--- config.mk ---
export PLATFORM = sky130hd
export DESIGN_NAME = mem_responder
export DESIGN_NICKNAME = d
export VERILOG_FILES = /design/src/rtl/mem_resp_pkg.sv /design/src/rtl/mem_array.sv /design/src/rtl/mem_responder.sv
export SDC_FILE = /design/constraint.sdc
export NUM_CORES = 2
export LEC_CHECK = 0
export BUFFER_PORTS_ARGS = -buffer_cell sky130_fd_sc_hd__buf_2
export CAP_MARGIN = 0
export CORE_ASPECT_RATIO = 1.5
export CORE_MARGIN = 2
export CORE_UTILIZATION = 35
export CTS_CLUSTER_SIZE = 40
export DETAILED_ROUTE_END_ITERATION = 12
export GPL_ROUTABILITY_DRIVEN = 1
export SLEW_MARGIN = 20
export SYNTH_ARGS = -nofsm -noshare
export SYNTH_HDL_FRONTEND = slang
export SYNTH_HIERARCHICAL = 1
export SYNTH_SLANG_ARGS = --single-unit
--- constraint.sdc ---
create_clock -name clk -period 4.3 [get_ports clk]
set_input_delay 0.43 -clock clk [delete_from_list [all_inputs] [get_ports clk]]
set_output_delay 0.43 -clock clk [all_outputs]
set_load 0.1 [all_outputs]
--- src/rtl/mem_resp_pkg.sv ---
// mem_resp_pkg: shared state encoding, default parameters and sizing helper
// for the memory responder.
package mem_resp_pkg;

    typedef enum logic [1:0] {
        IDLE,
        WAIT,
        RESP
    } state_t;

    localparam int DEF_ADDR_W      = 16;
    localparam int DEF_DATA_W      = 16;
    localparam int DEF_DEPTH_WORDS = 256;
    localparam int DEF_WAIT_CYCLES = 2;

    // Bits needed to index n values, never less than one.
    function automatic int bits_for(input int n);
        return n <= 1 ? 1 : $clog2(n);
    endfunction

endpackage

--- src/rtl/mem_array.sv ---
// mem_array: word storage with synchronous write and combinational read;
// contents are deliberately not reset.
module mem_array #(
    parameter int DATA_W      = 16,
    parameter int DEPTH_WORDS = 256,
    parameter int AW          = 8
) (
    input  logic              clk,
    input  logic              we,
    input  logic [AW-1:0]     addr,
    input  logic [DATA_W-1:0] wdata,
    output logic [DATA_W-1:0] rdata
);

    logic [DATA_W-1:0] mem [DEPTH_WORDS];

    always_ff @(posedge clk)
        if (we) mem[addr] <= wdata;

    assign rdata = mem[addr];

endmodule

--- src/rtl/mem_responder.sv ---
// mem_responder: single-outstanding request/response memory slave with
// programmable wait states, alignment/range checking and registered response.
module mem_responder
    import mem_resp_pkg::*;
#(
    parameter int ADDR_W      = DEF_ADDR_W,
    parameter int DATA_W      = DEF_DATA_W,
    parameter int DEPTH_WORDS = DEF_DEPTH_WORDS,
    parameter int WAIT_CYCLES = DEF_WAIT_CYCLES
) (
    input  logic              clk,
    input  logic              reset,
    input  logic              req_valid,
    input  logic              req_write,
    input  logic [ADDR_W-1:0] req_addr,
    input  logic [DATA_W-1:0] req_wdata,
    output logic              req_ready,
    output logic              rsp_valid,
    input  logic              rsp_ready,
    output logic [DATA_W-1:0] rsp_rdata,
    output logic              rsp_err,
    output logic              busy
);

    localparam int CW = bits_for(WAIT_CYCLES + 1);
    localparam int AW = bits_for(DEPTH_WORDS);
    localparam logic [ADDR_W-1:0] DEPTH_L = ADDR_W'(DEPTH_WORDS);

    state_t            state, next;
    logic [CW-1:0]     cnt;
    logic              lat_write;
    logic [ADDR_W-1:0] lat_addr;
    logic [DATA_W-1:0] lat_wdata;
    logic              cur_write, cur_err, accept, go_resp, mem_we;
    logic [ADDR_W-1:0] cur_addr;
    logic [DATA_W-1:0] cur_wdata, mem_rdata;

    assign req_ready = reset && state == IDLE;
    assign busy      = state != IDLE;
    assign accept    = req_valid && req_ready;

    // With zero wait states RESP is entered on the acceptance edge itself,
    // before the latches hold the request, so IDLE uses the live bus.
    assign cur_write = state == IDLE ? req_write : lat_write;
    assign cur_addr  = state == IDLE ? req_addr  : lat_addr;
    assign cur_wdata = state == IDLE ? req_wdata : lat_wdata;
    assign cur_err   = cur_addr[0] || {1'b0, cur_addr[ADDR_W-1:1]} >= DEPTH_L;
    assign go_resp   = state == IDLE ? accept && WAIT_CYCLES == 0
                                     : state == WAIT && cnt == CW'(1);
    assign mem_we    = go_resp && cur_write && !cur_err;

    mem_array #(
        .DATA_W      (DATA_W),
        .DEPTH_WORDS (DEPTH_WORDS),
        .AW          (AW)
    ) u_mem (
        .clk   (clk),
        .we    (mem_we),
        .addr  (cur_addr[AW:1]),
        .wdata (cur_wdata),
        .rdata (mem_rdata)
    );

    always_ff @(posedge clk or negedge reset)
        if (!reset) state <= IDLE;
        else        state <= next;

    always_comb begin
        next = state;
        case (state)
            IDLE:    if (accept) next = WAIT_CYCLES == 0 ? RESP : WAIT;
            WAIT:    if (cnt == CW'(1)) next = RESP;
            RESP:    if (rsp_ready) next = IDLE;
            default: next = IDLE;
        endcase
    end

    always_ff @(posedge clk or negedge reset) begin
        if (!reset) begin
            cnt       <= '0;
            lat_write <= 1'b0;
            lat_addr  <= '0;
            lat_wdata <= '0;
            rsp_valid <= 1'b0;
            rsp_err   <= 1'b0;
            rsp_rdata <= '0;
        end else begin
            if (accept) begin
                lat_write <= req_write;
                lat_addr  <= req_addr;
                lat_wdata <= req_wdata;
                cnt       <= CW'(WAIT_CYCLES);
            end else if (state == WAIT && cnt != '0) begin
                cnt <= cnt - CW'(1);
            end
            if (go_resp) begin
                rsp_valid <= 1'b1;
                rsp_err   <= cur_err;
                rsp_rdata <= (!cur_write && !cur_err) ? mem_rdata : '0;
            end else if (state == RESP && rsp_ready) begin
                rsp_valid <= 1'b0;
                rsp_err   <= 1'b0;
                rsp_rdata <= '0;
            end
        end
    end

endmodule

==> results_dict.tcl <==
set metrics [dict create \
    status "finished clean" \
    cap_violations 0 \
    final_cell_area_mm2 0.183 \
    mostFrequentLayoutCells "edfxtp_1 (4096), mux4_2 (1024), buf_4 (624)" \
    timing.final.max_slew_violations 0 \
    synth.distinct_cells 39 \
    area_delta_synth_final_pct 16.2 \
    cts_buffers 360 \
    cts.sinks 4151 \
    core_mm2 0.448 \
    initialDrtViolationCount 9275 \
    crit_type "reg -> reg" \
    via_per_inst 5.56 \
    fmax_mhz 235 \
    ir_drop_uv 688 \
    synthSimpleGateAreaFrac_pct 0.992 \
    firstDrtPassIters 5 \
    drive_above_1_share_pct 31.7 \
    avgSynthCellArea_um2 22.9 \
    fin_tns_setup_ns 0 \
    synth-edff-count 4096 \
    hold_viol 0 \
    start_util_pct 35.2 \
    clock-skew-final_ns 0.0695 \
    totalWireLength_um 429000 \
    yosys_most_used_dff "edfxtp_1" \
    power.leakage_uw 0.0566 \
    cp_max_fo 23 \
    min_period_ns 4.25 \
    cp_slowest_cell "a22oi_1" \
    clkPwrFrac_pct 24.9 \
    worst_ep_arrival_time_ns 5.04 \
    yosysSeqAreaShare_pct 78.9 \
    pwr-share-comb_pct 35.5 \
    place_area_mm2 0.171 \
    cts-htree-levels 5 \
    die_w_um 552 \
    synthAdderAreaFrac_pct 0.0159 \
    synth-xor-area-share_pct 0.00556 \
    ios 57 \
    netlist_top_cells_area "edfxtp_1 (78%), mux4_2 (15%), a22oi_1 (2.4%), dfrtp_1 (0.87%), a21oi_1 (0.81%)" \
    tightest_slew_ns 1.23 \
    fin_cells 13800 \
    track_usage_pct 18.5 \
    relSlewSlack_pct 18.1 \
    dp_cells 13100 \
    power_frac_seq_pct 39.5 \
    p_sw_share_pct 34.1 \
    synthArstFlopShare_pct 1.32 \
    synth_top_cell_by_area "edfxtp_1" \
    cp_data_required_time_ns 5.09 \
    syn_area_mm2 0.158 \
    fin_nets 7676 \
    clkLatencyLatePin_ns 0.95 \
    wire_per_inst_um 31.0 \
    p_per_area_mw_per_mm2 716 \
    hold_ws_ns 0.147 \
    setup_viol 0 \
    netlist_instances 6881 \
    cp-end-kind "flop" \
    gp_congestion 0.863 \
    grt_overflow 0 \
    drc 0 \
    synthMuxAreaShare_pct 15.0 \
    dieArea_mm2 0.456 \
    yosys_register_bits 4151 \
    vias 76900 \
    cts_tree "yes" \
    cts-root-buf "clkbuf_16" \
    antenna_found_initial 16 \
    place_hpwl_um 270000 \
    synth_top_family_by_area "multiplexers" \
    path_buf_inv 5 \
    crit_path_frequent_cell "buf_4" \
    start_kind "flop" \
    cp_cell_sequence "nor2_4, buf_4, buf_4, mux2_2, and2_4, buf_12, buf_4, a22oi_1, a21oi_2, o41ai_4, buf_4, nand4_1, a22o_1" \
    synth_nets 6920 \
    cpPeakStageDelay_ns 0.53 \
    p_sw_uw 44700 \
    first_global_vias 78300 \
    dieHeight_um 826 \
    postRouteAntennaNets 0 \
    p_int_uw 86300 \
    portBuffers 56 \
    path_clk_slew_ns 0.07 \
    crit_family "compound AO/OA/AOI/OAI gates" \
    cts_buffer_depth 4 \
    rows 301 \
    synth-warning-count 6 \
    final_common_cell "edfxtp_1" \
    synth_compound_area_share_pct 3.72 \
    hold_path.class "in -> async" \
    grt_start_max_net_pins 117 \
    finalCritPeriodShare_pct 98.8 \
    grt_pass1_wl_um 603000 \
    synth.top_cell.area_share_pct 78.1 \
]
## per-layer routing
layer | share of wire [%] | global-route usage [%] | vias to the layer above
met3 | 7.0 | 2.80 | 740
met4 | 5.6 | 8.92 | 8
met2 | 51 | 31.8 | 3359
met1 | 36 | 22.8 | 41800
met5 | 0.014 | 0 | -
li1 | - | - | 31100
## synthesized netlist by cell type (5+ instances only)
master,n
dfrtp_1,55
nor2_1,234
nand2b_1,8
edfxtp_1,4096
mux2_1,5
nor3_1,30
a22o_1,16
a21oi_1,256
a22oi_1,513
buf_1,54
buf_2,78
nand4_1,16
o41ai_1,64
nor2b_1,8
mux2_2,52
buf_4,19
mux4_2,1024
buf_6,27
nand2_1,33
nand3_1,14
clkbuf_1,250
## worst paths after layout
check                      depth (start not counted)         start  slack [ns]            end
setup / recovery                                  13      state[1]        0.05  rsp_rdata[15]
hold / removal                                     3         reset        0.15   lat_wdata[0]
setup reg to reg                                  13      state[1]        0.05  rsp_rdata[15]
hold reg to reg                                    1  lat_addr[13]        0.50   lat_addr[13]
max in group asynchronous                          3         reset        3.18  lat_wdata[11]
min in group clk                                   3     rsp_ready        0.26       state[1]
## flip-flops by register name (all words and copies together), names as in the netlist
| register | cells |
|---|---|
| lat_addr | 16 |
| rsp_err | 1 |
| rsp_rdata | 16 |
| lat_write | 1 |
| u_mem/mem | 4096 |
| lat_wdata | 16 |
| cnt | 2 |
| rsp_valid | 1 |
| state | 2 |
## worst reg2reg max path: stages (launching register included)
cell     delay [ns]
dfrtp_1        0.47
nor2_4         0.22
buf_4          0.14
buf_4          0.17
mux2_2         0.46
and2_4         0.24
buf_12         0.18
buf_4          0.34
a22oi_1        0.54
a21oi_2        0.26
o41ai_4        0.51
buf_4          0.21
nand4_1        0.14
a22o_1         0.24
## final cells by class
type	instances	area (um^2)
antenna	6	15.0
clock buffer	422	9420
clock inverter	228	2220
fill	38800	265000
inverter	4	15.0
multi-input combinational	2298	32200
sequential	4151	124000
tap	5908	7390
timing repair buffer	822	7420
## power by group through the flow
stage	sequential, uW	combinational (uW)	clock, uW
final	51800	46600	32600
after global routing	51800	48600	34600
after CTS	51800	46800	33200
after detailed placement	52700	46400	0
after global placement	52600	45600	0
after floorplan	53400	25000	0
## per-stage QoR
stage                     power (uW)  setup slack (ns)  util (%)
final                         131000            0.0498      40.8
after detailed placement       99100            -0.349      38.1
after global routing          135000          -0.00504      40.8
after global placement         98200            -0.441      38.1
after floorplan                78400             0.263         -
after CTS                     132000           -0.0680      40.8
## logic make-up (layout without fill, tap and decap cells)
logic type               Yosys count  in the layout
AO/OA/AOI/OAI                    855            855
XOR/XNOR                           1              1
adder cells (fa/ha/maj)            2              2
buffers and inverters            432           1476
flip-flops                      4151           4151
multiplexers                    1081           1081
other                              0              6
AND/OR/NAND/NOR                  359            359
## repair_timing
item | in CTS | in global routing
buffers inserted | 3 | 6
hold endpoints to repair | 60 | 0
resized for setup | 20 | 21
cloned | 0 | 1
endpoints found under the setup margin | 10 | 14
hold buffers | 38 | 0
pin swaps | 1 | 4
No activity file was read; power rests on OpenSTA's default activity.
